[config.mk]
export PLATFORM = sky130hd
export DESIGN_NAME = pipe_skid_stage
export DESIGN_NICKNAME = d
export VERILOG_FILES = /design/src/rtl/pipe_pkg.sv /design/src/rtl/sat_counter.sv /design/src/rtl/pipe_skid_stage.sv
export SDC_FILE = /design/constraint.sdc
export NUM_CORES = 1
export LEC_CHECK = 0
export CAP_MARGIN = 20
export CORE_UTILIZATION = 43
export CTS_CLUSTER_DIAMETER = 60
export DETAILED_ROUTE_END_ITERATION = 6
export PLACE_DENSITY = 0.73
export SETUP_SLACK_MARGIN = 0.3
export SLEW_MARGIN = 20
export SYNTH_ARGS = -nofsm -noshare
export SYNTH_HDL_FRONTEND = slang
export SYNTH_SLANG_ARGS = --single-unit
[constraint.sdc]
create_clock -name clk -period 10.2 [get_ports clk]
set_clock_uncertainty 0.05 [all_clocks]
set_input_delay 2.55 -clock clk [delete_from_list [all_inputs] [get_ports clk]]
set_output_delay 2.55 -clock clk [all_outputs]
set_load 0.02 [all_outputs]
[src/rtl/pipe_pkg.sv]
// Shared types and payload layout for the core's pipeline-stage registers.
// Every stage instance packs and unpacks its payload using these widths.
package pipe_pkg;

  typedef enum logic [1:0] {
    EMPTY = 2'd0,
    BUSY  = 2'd1,
    FULL  = 2'd2
  } stage_state_t;

  localparam int PC_W      = 32;
  localparam int REG_IDX_W = 5;

  // Payload layout, LSB first: PC, PC+4, data1, data2, rs1, rs2, rd.
  localparam int PC_OFF     = 0;
  localparam int PC4_OFF    = PC_OFF + PC_W;
  localparam int D1_OFF     = PC4_OFF + PC_W;
  localparam int D2_OFF     = D1_OFF + PC_W;
  localparam int RS1_OFF    = D2_OFF + PC_W;
  localparam int RS2_OFF    = RS1_OFF + REG_IDX_W;
  localparam int RD_OFF     = RS2_OFF + REG_IDX_W;
  localparam int PAYLOAD_W  = RD_OFF + REG_IDX_W;

  function automatic logic [1:0] occ_of(input stage_state_t s);
    case (s)
      BUSY:    return 2'd1;
      FULL:    return 2'd2;
      default: return 2'd0;
    endcase
  endfunction

endpackage

[src/rtl/sat_counter.sv]
// Saturating up-counter; holds at all-ones instead of wrapping.
module sat_counter #(
  parameter int W = 16
) (
  input  logic         clk,
  input  logic         reset,
  input  logic         inc,
  output logic [W-1:0] count
);

  logic [W-1:0] count_q;

  always_ff @(posedge clk or posedge reset) begin
    if (reset)                             count_q <= '0;
    else if (inc && (count_q != {W{1'b1}})) count_q <= count_q + 1'b1;
  end

  assign count = count_q;

endmodule

[src/rtl/pipe_skid_stage.sv]
// Pipeline-stage register with valid/ready handshake, optional 2-entry skid
// buffer, dual-source flush and a saturating count of flushes that lost data.
module pipe_skid_stage
  import pipe_pkg::*;
#(
  parameter int DATA_W     = PAYLOAD_W,
  parameter int SKID       = 1,
  parameter int FLUSH_ZERO = 1,
  parameter int CNT_W      = 16
) (
  input  logic              clk,
  input  logic              reset,
  input  logic              flush_ctrl,
  input  logic              flush_hazard,
  input  logic              in_valid,
  output logic              in_ready,
  input  logic [DATA_W-1:0] in_data,
  output logic              out_valid,
  input  logic              out_ready,
  output logic [DATA_W-1:0] out_data,
  output logic [1:0]        occupancy,
  output logic [CNT_W-1:0]  flush_count
);

  stage_state_t      state_q, state_d;
  logic [DATA_W-1:0] main_q, main_d;
  logic [DATA_W-1:0] skid_q, skid_d;
  logic              flush, accept, emit;

  assign flush  = flush_ctrl | flush_hazard;
  assign accept = in_valid & in_ready;
  assign emit   = out_valid & out_ready;

  always_ff @(posedge clk or posedge reset) begin
    if (reset) begin
      state_q <= EMPTY;
      main_q  <= '0;
      skid_q  <= '0;
    end else begin
      state_q <= state_d;
      main_q  <= main_d;
      skid_q  <= skid_d;
    end
  end

  always_comb begin
    state_d = state_q;
    main_d  = main_q;
    skid_d  = skid_q;
    if (flush) begin
      state_d = EMPTY;
      if (FLUSH_ZERO != 0) begin
        main_d = '0;
        skid_d = '0;
      end
    end else begin
      case (state_q)
        EMPTY: if (accept) begin
          state_d = BUSY;
          main_d  = in_data;
        end
        BUSY: begin
          if (accept && emit) begin
            main_d = in_data;
          end else if (accept) begin
            state_d = FULL;
            skid_d  = in_data;
          end else if (emit) begin
            state_d = EMPTY;
            if (FLUSH_ZERO != 0) main_d = '0;
          end
        end
        FULL: if (emit) begin
          state_d = BUSY;
          main_d  = skid_q;
          if (FLUSH_ZERO != 0) skid_d = '0;
        end
        default: state_d = EMPTY;
      endcase
    end
  end

  // With SKID the ready is a pure state decode, breaking the out_ready path.
  always_comb begin
    out_valid = (state_q != EMPTY);
    occupancy = occ_of(state_q);
    if (SKID != 0) in_ready = !reset && (state_q != FULL);
    else           in_ready = !reset && (!out_valid || out_ready);
  end

  assign out_data = main_q;

  sat_counter #(.W(CNT_W)) u_flush_cnt (
    .clk   (clk),
    .reset (reset),
    .inc   (flush && (out_valid || accept)),
    .count (flush_count)
  );

endmodule
* Word-level counts from Yosys, hierarchy flattened
Cells that the tools add are included.
Word-level totals: input bits 149, register bits after elaboration 304, word-level logic and storage cells 50, output and inout bits 163
Cells by class: equal/unequal tests 11, reductions and logical operators 13, $add $sub $neg 1, multiplexer cells 18, bitwise logic cells 3
Operator list (number):
- 2-to-1 mux 143 bit | 8
- one-hot mux 143 bit (3 select lines) | 1
- one-hot mux 143 bit (2 select lines) | 1
- adder 16 x 1 -> 16 bit (second input constant) | 1
- inequality test 16 bit (second input constant) | 1
- 2-to-1 mux 2 bit | 6
- inequality test 3 bit (second input constant) | 4
- inequality test 4 bit (second input constant) | 3
- AND reduction 4 bit | 2
- one-hot mux 2 bit (3 select lines) | 1
- AND reduction 5 bit | 1
- logical AND 1 bit | 4
- one-hot mux 2 bit (2 select lines) | 1
- nonzero test 4 bit | 1
- nonzero test 3 bit | 1
- AND 1 bit | 2
- == test 2 x 1 -> 1 bit (second input constant) | 1
- == test 2 bit (second input constant) | 1
- logical NOT 2 bit | 1
- inequality test 2 bit (second input constant) | 1
- nonzero test 2 bit | 1
- logical NOT 1 bit | 1
- logical OR 1 bit | 1
- bitwise OR 1 bit | 1

* Longest topological paths before layout
depth after elaboration 7, depth in mapped cells 10, mapped depth without buffers 6

* Modules after synthesis
From an unflattened synthesis, not the netlist that was laid out.
Second synthesis, totals: cells, all modules 1606, area total of the unflattened synthesis 14581.5 um^2
Modules (own cells, without submodules):
- pipe_skid_stage | area each 13775.7 um^2, instances 1, cells each 1535
- sat_counter | area each 805.8 um^2, instances 1, cells each 71

* Worst setup path before layout
No wires, ideal clock.
path type in2out, start point input reset, end point output in_ready, buffers on the path 0, slack 4770 ps, arrival time 2830 ps, cell stages on the path 1, data required time 7600 ps, cell sequence nor2_1
On the way: longest elaborated chain between the ends 2
RTL lines:
- from (decl) | RTL line pipe_skid_stage.sv:12 | input logic reset,
- logical NOT 1 bit (no source line)
- logical AND 1 bit | RTL line pipe_skid_stage.sv:87 | if (SKID != 0) in_ready = !reset && (state_q != FULL);
- to (decl) | RTL line pipe_skid_stage.sv:16 | output logic in_ready,
Every way passes these cells.

* Worst setup path after layout
Same ends and word-level chain as after synthesis.

==> flow_metrics.tcl <==
set metrics [dict create \
    grt_pass1_wl_microns 62500 \
    floorplan.die.width_microns 181 \
    timing_max_transition_violations_final 0 \
    part_of_the_yosys_area_used_for_sequential_elements_pct 55.4 \
    antenna_found_initial 3 \
    crit_path_end "in_ready" \
    worst-r2r-cell-count 8 \
    routabilityCongestion 0.783 \
    drt-total-wl_microns 38800 \
    coreArea_sq_um 31500 \
    leak_nw 7.66 \
    syn_nets 1534 \
    required_ns 7.60 \
    final.min_clock_period_ns 6.43 \
    postSynth.topFlopCell "sky130_fd_sc_hd__dfrtp_1" \
    r2r-end "out_data[71]" \
    fillCellCount 2644 \
    boundaryPins 312 \
    clock_latency_ns 0.50 \
    min_period_over_period_pct 63.0 \
    cts.root.buffer_cell "sky130_fd_sc_hd__clkbuf_16" \
    clock_tree.buffer_depth 3 \
    numPlacedInstances 1985 \
    fin_setup_tns_ns 0 \
    synthArstFlopShare_pct 100 \
    clock-sinks 304 \
    combined_area_of_the_multi_input_logic_cells_sq_um 5460 \
    worstPathArrival_ns 3.83 \
    postRouteAntennaNets 0 \
    fmax_mhz 156 \
    finish.cell_count_without_fillers 2051 \
    worst_setup_path_startpoint "reset" \
    postSynthAreaPerCell_sq_um 9.94 \
    reg2reg_from "state_q[0]" \
    layout.area.seq_sq_um 7610 \
    cts.reportedPaths.clkPinSlew_ns 0.06 \
    drc 0 \
    post_cts.resized_instances 0 \
    mostFrequentLayoutCell "sky130_fd_sc_hd__clkdlybuf4s50_1" \
    tritoncts "done" \
    initial_core_util_pct 43.6 \
    detailedRoute.firstIterationViolations 943 \
    grt_setup_unrepaired "no" \
    post_cts.repair.setup_buffers 0 \
    final_core_utilization_pct 57.5 \
    die_y_microns 181 \
    fin_hold_viols 0 \
    relSlewSlack_pct 29.7 \
    maxCapViolations 0 \
    grt_start_max_net_pins 177 \
    ys_warn_count 0 \
    layout-area-overhead-vs-synth_pct 31.8 \
    finalSetupViolations 0 \
    rows 65 \
    crit_path_start_kind "input pin" \
    synth.cell_area_sq_um 13700 \
    dr.pass1.iters 5 \
    synth_edf_count 0 \
    critical_path_class "in2out" \
    path_max_fanout 6 \
    r2r_setup_slack_ns 6.72 \
    placement.io_buffers 311 \
    worstMarginPinSlew_ns 1.05 \
    yosys_register_bits 304 \
    power_density_nw_per_um2 166 \
    layout-drive-gt1-share_pct 9.65 \
    hold_slack_ns 0.432 \
    grt_remaining_overflow 0 \
    via_per_inst 5.65 \
    global_route.usage.total_pct 23.5 \
    h-tree-depth 2 \
    hp-class "reg2reg" \
    number_of_distinct_library_cells_after_synthesis 46 \
    cts_inserted_buffers 35 \
    die_area_sq_um 32600 \
    critical_path.endpoint_type "primary output" \
    place.detailed.hpwl_microns 22500 \
    synthesis.instances 1380 \
    finish.net_count 1775 \
    route.vias.total 11600 \
    power.ir.vdd_worst_v 0.000116 \
    vias_in_the_first_global_route 11500 \
    cts_hold_repair.buffers 0 \
    routed_wire_length_per_instance_microns 18.9 \
    result_of_the_run "completed" \
    mostFrequentLayoutCells "311 x sky130_fd_sc_hd__clkdlybuf4s50_1, 304 x sky130_fd_sc_hd__dfrtp_1, 290 x sky130_fd_sc_hd__nand2_1" \
]
metrics by stage:
| stage | power [mW] | setup WS (ns) | instance area, sq um |
|---|---|---|---|
| CTS | 3.04 | 3.77 | 18000 |
| finish | 3.01 | 3.77 | 18100 |
| detailed placement | 1.73 | 3.77 | 16800 |
| global placement | 1.73 | 3.76 | 16800 |
| global route | 3.13 | 3.74 | 18100 |
| floorplan | 1.55 | 3.56 | 13700 |
critical path, stage by stage:
cell and delay, ns:
sky130_fd_sc_hd__clkdlybuf4s50_1 0.52, sky130_fd_sc_hd__nor2_1 0.13, sky130_fd_sc_hd__clkdlybuf4s50_1 0.62
cell type report:
cell class | instances | share of cell area, %
inverter | 4 | 0.104
multi-input combinational | 946 | 30.2
tap | 402 | 2.78
clock buffer | 55 | 5.94
sequential | 304 | 42.1
antenna | 2 | 0.0277
clock inverter | 8 | 0.699
timing repair buffer | 330 | 18.2
worst min path at each step:
stage	start	end	slack (ns)	cells past startpoint
after floorplan	skid_q[115]	skid_q[115]	0.40	2
after global placement	skid_q[120]	skid_q[120]	0.41	2
after detailed placement	skid_q[120]	skid_q[120]	0.42	2
after CTS	skid_q[59]	skid_q[59]	0.43	2
after global routing	skid_q[59]	skid_q[59]	0.45	2
final	skid_q[117]	skid_q[117]	0.43	2
synthesized netlist by cell type, types with 4 or more instances:
| library cell | number | area (sq um) |
|---|---|---|
| sky130_fd_sc_hd__buf_2 | 19 | 95.1 |
| sky130_fd_sc_hd__a221oi_1 | 73 | 639 |
| sky130_fd_sc_hd__nor2_1 | 150 | 563 |
| sky130_fd_sc_hd__nor3_1 | 4 | 20.0 |
| sky130_fd_sc_hd__nand2_1 | 290 | 1090 |
| sky130_fd_sc_hd__inv_1 | 4 | 15.0 |
| sky130_fd_sc_hd__buf_4 | 6 | 45.0 |
| sky130_fd_sc_hd__a221oi_2 | 70 | 1050 |
| sky130_fd_sc_hd__nand4_1 | 5 | 31.3 |
| sky130_fd_sc_hd__o21ai_0 | 255 | 1280 |
| sky130_fd_sc_hd__dfrtp_1 | 304 | 7610 |
| sky130_fd_sc_hd__ha_1 | 5 | 62.6 |
| sky130_fd_sc_hd__clkbuf_1 | 77 | 289 |
| sky130_fd_sc_hd__nand3_1 | 6 | 30.0 |
| sky130_fd_sc_hd__a21oi_1 | 4 | 20.0 |
| sky130_fd_sc_hd__nor2b_1 | 4 | 25.0 |
| sky130_fd_sc_hd__a31oi_1 | 4 | 25.0 |
| sky130_fd_sc_hd__o21ai_1 | 36 | 180 |
| sky130_fd_sc_hd__buf_6 | 21 | 236 |
| sky130_fd_sc_hd__xor2_1 | 8 | 70.1 |
sequential cells by signal, indices dropped and copies added (netlist names):
register,flops
out_data,143
state_q,2
skid_q,143
u_flush_cnt.count,16
power by group:
part	switching, mW	internal (mW)
Sequential	0.0502	1.27
Clock	0.493	0.801
Combinational	0.227	0.166
Total	0.771	2.24
metal layers:
metal	wire, microns	vias to the layer above	part of all wire [%]	global-route usage [%]
met3	2790	85	7.2	5.60
met1	16600	5718	43	31.4
li1	-	5370	-	-
met4	1460	2	3.8	9.95
met2	17900	420	46	36.7
met5	11	-	0.028	0
kinds of logic (layout without fill, tap and decap cells):
logic type / Yosys count / count (layout) / synth area share, %
adder cells (fa/ha/maj): 5 / 5 / 0.456
AO/OA/AOI/OAI: 451 / 451 / 24.3
other: 0 / 2 / 0
multiplexers: 3 / 3 / 0.246
flip-flops: 304 / 304 / 55.4
XOR/XNOR: 9 / 9 / 0.575
buffers and inverters: 130 / 397 / 5.06
AND/OR/NAND/NOR: 478 / 478 / 13.9
No activity file was read; power rests on OpenSTA's default activity.
